$ cat src/rtl/sram_like_arbiter_if.sv
// Request/acknowledge memory port bundle, N lanes wide (N=1 for the shared bus).
// Pure wiring, no latency.
// Backpressure: addr_ok accepts a request, data_ok returns its response.
interface sram_like_arbiter_if #(
  parameter int N      = 1,
  parameter int ADDR_W = 32,
  parameter int DATA_W = 32
);
  // Request side, per lane.
  logic [N-1:0]          req;
  logic [N-1:0]          wr;
  logic [2*N-1:0]        size;
  logic [N*DATA_W/8-1:0] wstrb;
  logic [N*ADDR_W-1:0]   addr;
  logic [N*DATA_W-1:0]   wdata;
  // Acknowledge / response side. rdata is shared by every lane.
  logic [N-1:0]          addr_ok;
  logic [N-1:0]          data_ok;
  logic [DATA_W-1:0]     rdata;

  // The side that issues requests.
  modport master (
    output req, wr, size, wstrb, addr, wdata,
    input  addr_ok, data_ok, rdata
  );

  // The side that serves requests.
  modport slave (
    input  req, wr, size, wstrb, addr, wdata,
    output addr_ok, data_ok, rdata
  );
endinterface

$ cat src/rtl/sram_like_arbiter.sv
// Arbitrates NUM_CH request/ack channels onto one bus and routes responses back in order.
// Latency: grant is combinational, the bus request is registered one cycle later.
// Backpressure: grants stop when OUTSTANDING IDs wait for responses; the held bus request waits for bus addr_ok.
module sram_like_arbiter #(
  parameter int NUM_CH      = 2,
  parameter int ADDR_W      = 32,
  parameter int DATA_W      = 32,
  parameter int OUTSTANDING = 4,
  parameter int FIXED_PRIO  = 1
) (
  input  logic                         clk,
  input  logic                         resetn,
  sram_like_arbiter_if.slave           ch,
  sram_like_arbiter_if.master          bus,
  output logic [$clog2(OUTSTANDING):0] out_cnt,
  output logic                         err
);

  localparam int STRB_W = DATA_W / 8;
  localparam int PTR_W  = $clog2(OUTSTANDING);
  localparam int CNT_W  = PTR_W + 1;
  localparam int ID_W   = (NUM_CH > 1) ? $clog2(NUM_CH) : 1;

  localparam logic [0:0] ST_IDLE = 1'b0;
  localparam logic [0:0] ST_REQ  = 1'b1;

  // Controller state.
  logic [0:0]        state_q, state_d;
  logic [ID_W-1:0]   rr_ptr_q, rr_ptr_d;

  // Registered bus request, held stable while in REQ.
  logic              wr_q, wr_d;
  logic [1:0]        size_q, size_d;
  logic [STRB_W-1:0] wstrb_q, wstrb_d;
  logic [ADDR_W-1:0] addr_q, addr_d;
  logic [DATA_W-1:0] wdata_q, wdata_d;
  logic [ID_W-1:0]   id_q, id_d;

  // In-order ID FIFO of accepted-but-unanswered transactions.
  logic [ID_W-1:0]   fifo_q [OUTSTANDING];
  logic [ID_W-1:0]   fifo_d [OUTSTANDING];
  logic [PTR_W-1:0]  wr_ptr_q, wr_ptr_d;
  logic [PTR_W-1:0]  rd_ptr_q, rd_ptr_d;
  logic [CNT_W-1:0]  out_cnt_q, out_cnt_d;
  logic              err_q, err_d;

  // Datapath / handshake helpers.
  logic              room;
  logic              gnt_vld;
  logic [ID_W-1:0]   gnt_id;
  logic              rr_found;
  int                rr_idx;
  logic              push;
  logic              hit;
  logic [ID_W-1:0]   head_id;

  // Channel selection: fixed priority scans upward so the highest requester wins,
  // round robin takes the first requester after the previous winner.
  always_comb begin
    gnt_id   = '0;
    rr_found = 1'b0;
    rr_idx   = 0;
    if (FIXED_PRIO != 0) begin
      for (int i = 0; i < NUM_CH; i++) begin
        if (ch.req[i]) begin
          gnt_id = ID_W'(i);
        end
      end
    end else begin
      for (int k = 1; k <= NUM_CH; k++) begin
        rr_idx = (int'(rr_ptr_q) + k) % NUM_CH;
        if (!rr_found && ch.req[rr_idx]) begin
          gnt_id   = ID_W'(rr_idx);
          rr_found = 1'b1;
        end
      end
    end
  end

  // Grant and response qualification; reset masks both acknowledges.
  always_comb begin
    room    = (out_cnt_q < CNT_W'(OUTSTANDING));
    gnt_vld = resetn && (state_q == ST_IDLE) && room && (|ch.req);
    push    = (state_q == ST_REQ) && bus.addr_ok[0];
    hit     = bus.data_ok[0] && (out_cnt_q != '0);
    head_id = fifo_q[rd_ptr_q];
  end

  // Channel-facing outputs.
  always_comb begin
    ch.addr_ok = '0;
    ch.data_ok = '0;
    if (gnt_vld) begin
      ch.addr_ok = NUM_CH'(1) << gnt_id;
    end
    if (resetn && hit) begin
      ch.data_ok = NUM_CH'(1) << head_id;
    end
    ch.rdata = bus.rdata;
  end

  // Bus-facing outputs come straight from the request registers.
  always_comb begin
    bus.req   = (state_q == ST_REQ);
    bus.wr    = wr_q;
    bus.size  = size_q;
    bus.wstrb = wstrb_q;
    bus.addr  = addr_q;
    bus.wdata = wdata_q;
    out_cnt   = out_cnt_q;
    err       = err_q;
  end

  // Request FSM: capture the winner in IDLE, hold it on the bus until accepted.
  always_comb begin
    state_d  = state_q;
    rr_ptr_d = rr_ptr_q;
    wr_d     = wr_q;
    size_d   = size_q;
    wstrb_d  = wstrb_q;
    addr_d   = addr_q;
    wdata_d  = wdata_q;
    id_d     = id_q;
    case (state_q)
      ST_IDLE: begin
        if (gnt_vld) begin
          wr_d     = ch.wr[gnt_id];
          size_d   = ch.size[int'(gnt_id)*2 +: 2];
          wstrb_d  = ch.wstrb[int'(gnt_id)*STRB_W +: STRB_W];
          addr_d   = ch.addr[int'(gnt_id)*ADDR_W +: ADDR_W];
          wdata_d  = ch.wdata[int'(gnt_id)*DATA_W +: DATA_W];
          id_d     = gnt_id;
          rr_ptr_d = gnt_id;
          state_d  = ST_REQ;
        end
      end
      ST_REQ: begin
        if (bus.addr_ok[0]) begin
          state_d = ST_IDLE;
        end
      end
      default: state_d = ST_IDLE;
    endcase
  end

  // ID FIFO bookkeeping. The head is read from stored entries only, so an ID
  // pushed this cycle can never answer a response arriving in the same cycle.
  always_comb begin
    fifo_d   = fifo_q;
    wr_ptr_d = wr_ptr_q;
    rd_ptr_d = rd_ptr_q;
    if (push) begin
      fifo_d[wr_ptr_q] = id_q;
      wr_ptr_d         = wr_ptr_q + PTR_W'(1);
    end
    if (hit) begin
      rd_ptr_d = rd_ptr_q + PTR_W'(1);
    end
    case ({push, hit})
      2'b10:   out_cnt_d = out_cnt_q + CNT_W'(1);
      2'b01:   out_cnt_d = out_cnt_q - CNT_W'(1);
      default: out_cnt_d = out_cnt_q;
    endcase
    // A response with nothing outstanding is a bus protocol violation.
    err_d = err_q | (bus.data_ok[0] && (out_cnt_q == '0));
  end

  // State registers; reset drops the held request and every outstanding ID.
  always_ff @(posedge clk) begin
    if (!resetn) begin
      state_q   <= ST_IDLE;
      rr_ptr_q  <= ID_W'(NUM_CH - 1);
      wr_q      <= 1'b0;
      size_q    <= '0;
      wstrb_q   <= '0;
      addr_q    <= '0;
      wdata_q   <= '0;
      id_q      <= '0;
      fifo_q    <= '{default: '0};
      wr_ptr_q  <= '0;
      rd_ptr_q  <= '0;
      out_cnt_q <= '0;
      err_q     <= 1'b0;
    end else begin
      state_q   <= state_d;
      rr_ptr_q  <= rr_ptr_d;
      wr_q      <= wr_d;
      size_q    <= size_d;
      wstrb_q   <= wstrb_d;
      addr_q    <= addr_d;
      wdata_q   <= wdata_d;
      id_q      <= id_d;
      fifo_q    <= fifo_d;
      wr_ptr_q  <= wr_ptr_d;
      rd_ptr_q  <= rd_ptr_d;
      out_cnt_q <= out_cnt_d;
      err_q     <= err_d;
    end
  end

endmodule

$ cat src/flat_wrapper.sv
// flat-port wrapper written by rule: the top's interface ports become plain ports
module sram_like_arbiter_flat 
#(
  parameter int NUM_CH      = 2,
  parameter int ADDR_W      = 32,
  parameter int DATA_W      = 32,
  parameter int OUTSTANDING = 4,
  parameter int FIXED_PRIO  = 1
)
  (clk, resetn, out_cnt, err, ch_req, ch_wr, ch_size, ch_wstrb, ch_addr, ch_wdata, ch_addr_ok, ch_data_ok, ch_rdata, bus_req, bus_wr, bus_size, bus_wstrb, bus_addr, bus_wdata, bus_addr_ok, bus_data_ok, bus_rdata);
  sram_like_arbiter_if #(.N(2), .ADDR_W(ADDR_W), .DATA_W(DATA_W)) ch_i ();
  sram_like_arbiter_if #(.N(1), .ADDR_W(ADDR_W), .DATA_W(DATA_W)) bus_i ();
  input  logic clk;
  input  logic resetn;
  output logic [$clog2(OUTSTANDING):0] out_cnt;
  output logic err;
  input wire logic [$bits(ch_i.req)-1:0] ch_req;
  input wire logic [$bits(ch_i.wr)-1:0] ch_wr;
  input wire logic [$bits(ch_i.size)-1:0] ch_size;
  input wire logic [$bits(ch_i.wstrb)-1:0] ch_wstrb;
  input wire logic [$bits(ch_i.addr)-1:0] ch_addr;
  input wire logic [$bits(ch_i.wdata)-1:0] ch_wdata;
  output wire logic [$bits(ch_i.addr_ok)-1:0] ch_addr_ok;
  output wire logic [$bits(ch_i.data_ok)-1:0] ch_data_ok;
  output wire logic [$bits(ch_i.rdata)-1:0] ch_rdata;
  output wire logic [$bits(bus_i.req)-1:0] bus_req;
  output wire logic [$bits(bus_i.wr)-1:0] bus_wr;
  output wire logic [$bits(bus_i.size)-1:0] bus_size;
  output wire logic [$bits(bus_i.wstrb)-1:0] bus_wstrb;
  output wire logic [$bits(bus_i.addr)-1:0] bus_addr;
  output wire logic [$bits(bus_i.wdata)-1:0] bus_wdata;
  input wire logic [$bits(bus_i.addr_ok)-1:0] bus_addr_ok;
  input wire logic [$bits(bus_i.data_ok)-1:0] bus_data_ok;
  input wire logic [$bits(bus_i.rdata)-1:0] bus_rdata;
  assign ch_i.req = ch_req;
  assign ch_i.wr = ch_wr;
  assign ch_i.size = ch_size;
  assign ch_i.wstrb = ch_wstrb;
  assign ch_i.addr = ch_addr;
  assign ch_i.wdata = ch_wdata;
  assign ch_addr_ok = ch_i.addr_ok;
  assign ch_data_ok = ch_i.data_ok;
  assign ch_rdata = ch_i.rdata;
  assign bus_req = bus_i.req;
  assign bus_wr = bus_i.wr;
  assign bus_size = bus_i.size;
  assign bus_wstrb = bus_i.wstrb;
  assign bus_addr = bus_i.addr;
  assign bus_wdata = bus_i.wdata;
  assign bus_i.addr_ok = bus_addr_ok;
  assign bus_i.data_ok = bus_data_ok;
  assign bus_i.rdata = bus_rdata;
  sram_like_arbiter #(.NUM_CH(NUM_CH), .ADDR_W(ADDR_W), .DATA_W(DATA_W), .OUTSTANDING(OUTSTANDING), .FIXED_PRIO(FIXED_PRIO)) u_core (.clk(clk), .resetn(resetn), .ch(ch_i), .bus(bus_i), .out_cnt(out_cnt), .err(err));
endmodule
$ cat config.mk
export PLATFORM = sky130hd
export DESIGN_NAME = sram_like_arbiter_flat
export DESIGN_NICKNAME = d
export VERILOG_FILES = /design/src/rtl/sram_like_arbiter_if.sv /design/src/rtl/sram_like_arbiter.sv /design/src/flat_wrapper.sv
export SDC_FILE = /design/constraint.sdc
export NUM_CORES = 1
export LEC_CHECK = 0
export CORE_AREA = 2 2 126 128
export CTS_BUF_LIST = sky130_fd_sc_hd__clkbuf_16
export CTS_CLUSTER_DIAMETER = 200
export CTS_CLUSTER_SIZE = 20
export DETAILED_ROUTE_END_ITERATION = 6
export DIE_AREA = 0 0 128 130
export PLACE_DENSITY_LB_ADDON = 0.08
export SLEW_MARGIN = 5
export SYNTH_ARGS = -nofsm -noshare
export SYNTH_HDL_FRONTEND = slang
export SYNTH_SLANG_ARGS = --single-unit
export TNS_END_PERCENT = 100
$ cat constraint.sdc
create_clock -name clk -period 2.7 [get_ports clk]
set_input_delay 0.405 -clock clk [delete_from_list [all_inputs] [get_ports clk]]
set_output_delay 0.405 -clock clk [all_outputs]
set_load 0.005 [all_outputs]
==> reports/results.ini <==
[detailed_routing]
vias = 3511
wl_mm = 11.8
drt_pass1_iterations = 3
drc = 0
antenna_left = 0
vias_per_cell = 4.40
drt_iter0_markers = 64
avgRoutedWirePerCell_um = 14.7

[place]
post-dp-hpwl_mm = 8.83
port_buffers = 227
place_congestion = 0.678
placed_area_um2 = 6420

[die]
design.die.area_um2 = 16600
fp-row-count = 46
initial_core_util_pct = 28.0
core_area_um2 = 15400
ios = 292
die_w_um = 128
dieHeight_um = 130

[critical_path]
critPathKind = register to output pin
end_kind = output pin
cp_max_fo = 4
critPathLaunchType = register
required_ns = 2.30
cp.arrival_ns = 1.96

[grt]
grt_pass1_vias = 3466
grt_use_met2_pct = 23.0
grt_pass1_wl_mm = 17.7
grtUsageTotal_pct = 13.6
grt_use_met1_pct = 15.5
grt-busiest-layer = met2
met3_usage_pct = 5.45
antenna_found_initial = 0
grt_max_degree = 73
grt-ovfl-total = 0

[status]
status = completed

[finish]
drive_gt1_share_pct = 3.96
nNetsFinal = 789
fin_area_um2 = 6670
final_core_util_pct = 43.2
diodes = 0
area_growth_pct = 54.2
layout_commonest_cell = clkdlybuf4s50_1
layout_common_cells = 225 x clkdlybuf4s50_1, 147 x mux2i_1, 85 x dfxtp_1, 77 x nand2_1, 9 x clkbuf_16

[sta]
hold_violations = 0
rsz0062_at_grt = false
max_slew_margin_pct = 53.4
fin_worst_hold_slack_ns = 0.454
finClkSkew_ns = 0.00627
min_period_over_period_pct = 87.6
tightest_slew_ns = 0.699
setup_viol = 0
max_freq_mhz = 423
fin_setup_tns_ns = 0
min_period_ns = 2.37
slew_viol_final = 0

[logic_synthesis]
synth_edf_count = 0
syn_area_um2 = 4330
postSynthAreaPerCell_um2 = 10.4
syn_inst = 417
synthFlopType = dfxtp_1
ys_seq_area_share_pct = 39.3
ys_types = 31
ys_async_sr_fraction_pct = 0
synth_seq_cells = 85
yosysWarningCount = 0
syn_nets = 603

[clock_tree]
ctsResizeCount = 0
h-tree-depth = 3
clock_latency_ns = 0.33
cts_tree = yes
cts_sinks = 85
cts_root_buf = clkbuf_16
clock_path_buffers = 2
holdBufCountCts = 0
cts_inserted_buffers = 9
path_clk_slew_ns = 0.06
post_cts_buffers = 0

[power]
ir_drop_uv = 379
p_leak_nw = 2.71
total_power_mw = 3.86
power.density_nw_per_um2 = 578

[min_path]
hold_class = register to register

[run]
maxCapViolations = 0

[path summary, 6_finish.rpt]
kind	cells past startpoint	slack [ns]	from	to
max	3	0.33	u_core.rd_ptr_q[0]	ch_data_ok[0]
min	2	0.45	u_core.bus.addr[11]	u_core.bus.addr[11]
max reg2reg	7	0.68	u_core.out_cnt[2]	u_core.out_cnt[2]
min reg2reg	2	0.45	u_core.bus.addr[11]	u_core.bus.addr[11]
[area by class of cell]
type / count / area, µm²
clock buffers: 9 / 225
inverters: 5 / 18.8
well taps: 192 / 240
clock inverters: 5 / 21.3
repair buffers: 234 / 2330
flip-flops and latches: 85 / 1700
fillers: 1524 / 8760
multi-input cells: 268 / 2130
[kinds of logic (layout without fill, tap and decap cells)]
logic type	count (synthesis)	in the layout	share of synthesized area, %
AO/OA/AOI/OAI	9	9	1.62
XOR/XNOR	4	4	0.810
adder cells (fa/ha/maj)	6	6	1.91
buffers and inverters	64	253	11.5
flip-flops	85	85	39.3
multiplexers	148	148	34.5
AND/OR/NAND/NOR	101	101	10.3
[routing by layer]
metal	vias to the layer above	part of all wire [%]
met2	164	45
met3	23	10
met1	1573	42
met5	-	0
met4	0	1.9
li1	1751	-
[metrics by stage]
step / setup slack [ns] / instances
detailed placement: 0.307 / 784
global placement: 0.375 / 784
CTS: 0.297 / 798
global route: 0.241 / 798
floorplan: 0.791 / 417
finish: 0.334 / 798
[worst max-delay path, stage by stage (launching register included)]
cell and delay, ns:
dfxtp_1 0.43, mux4_2 0.57, nor2_1 0.12, clkdlybuf4s50_1 0.51
[power by group]
part           switching [mW]  internal, mW  leakage [nW]
clock network           0.473         0.599         0.127
registers               0.136          1.46         0.703
logic                   0.421         0.766          1.88
[registers in the layout, summed over array words and instances (netlist names)]
name	count
u_core.bus.addr	32
u_core.bus.req	1
u_core.bus.size	2
u_core.bus.wdata	32
u_core.bus.wr	1
u_core.bus.wstrb	4
u_core.err	1
u_core.fifo_q	4
u_core.id_q	1
u_core.out_cnt	3
u_core.rd_ptr_q	2
u_core.wr_ptr_q	2
[cells in the mapped netlist, types with 2 or more instances]
cell type  count  area (µm²)
xor2_1         2        17.5
nand3_1        5        25.0
mux2i_1      147        1470
xnor2_1        2        17.5
nor2b_1        6        37.5
a21oi_1        2        10.0
buf_4         33         248
o21ai_0        2        10.0
ha_1           5        62.6
and2_1         5        31.3
clkbuf_1       8        30.0
dfxtp_1       85        1700
buf_2         10        50.1
inv_1          5        18.8
a21boi_0       2        15.0
buf_12         7         140
nand2_1       77         289
Note: power is estimated with default switching activity, not from simulation.
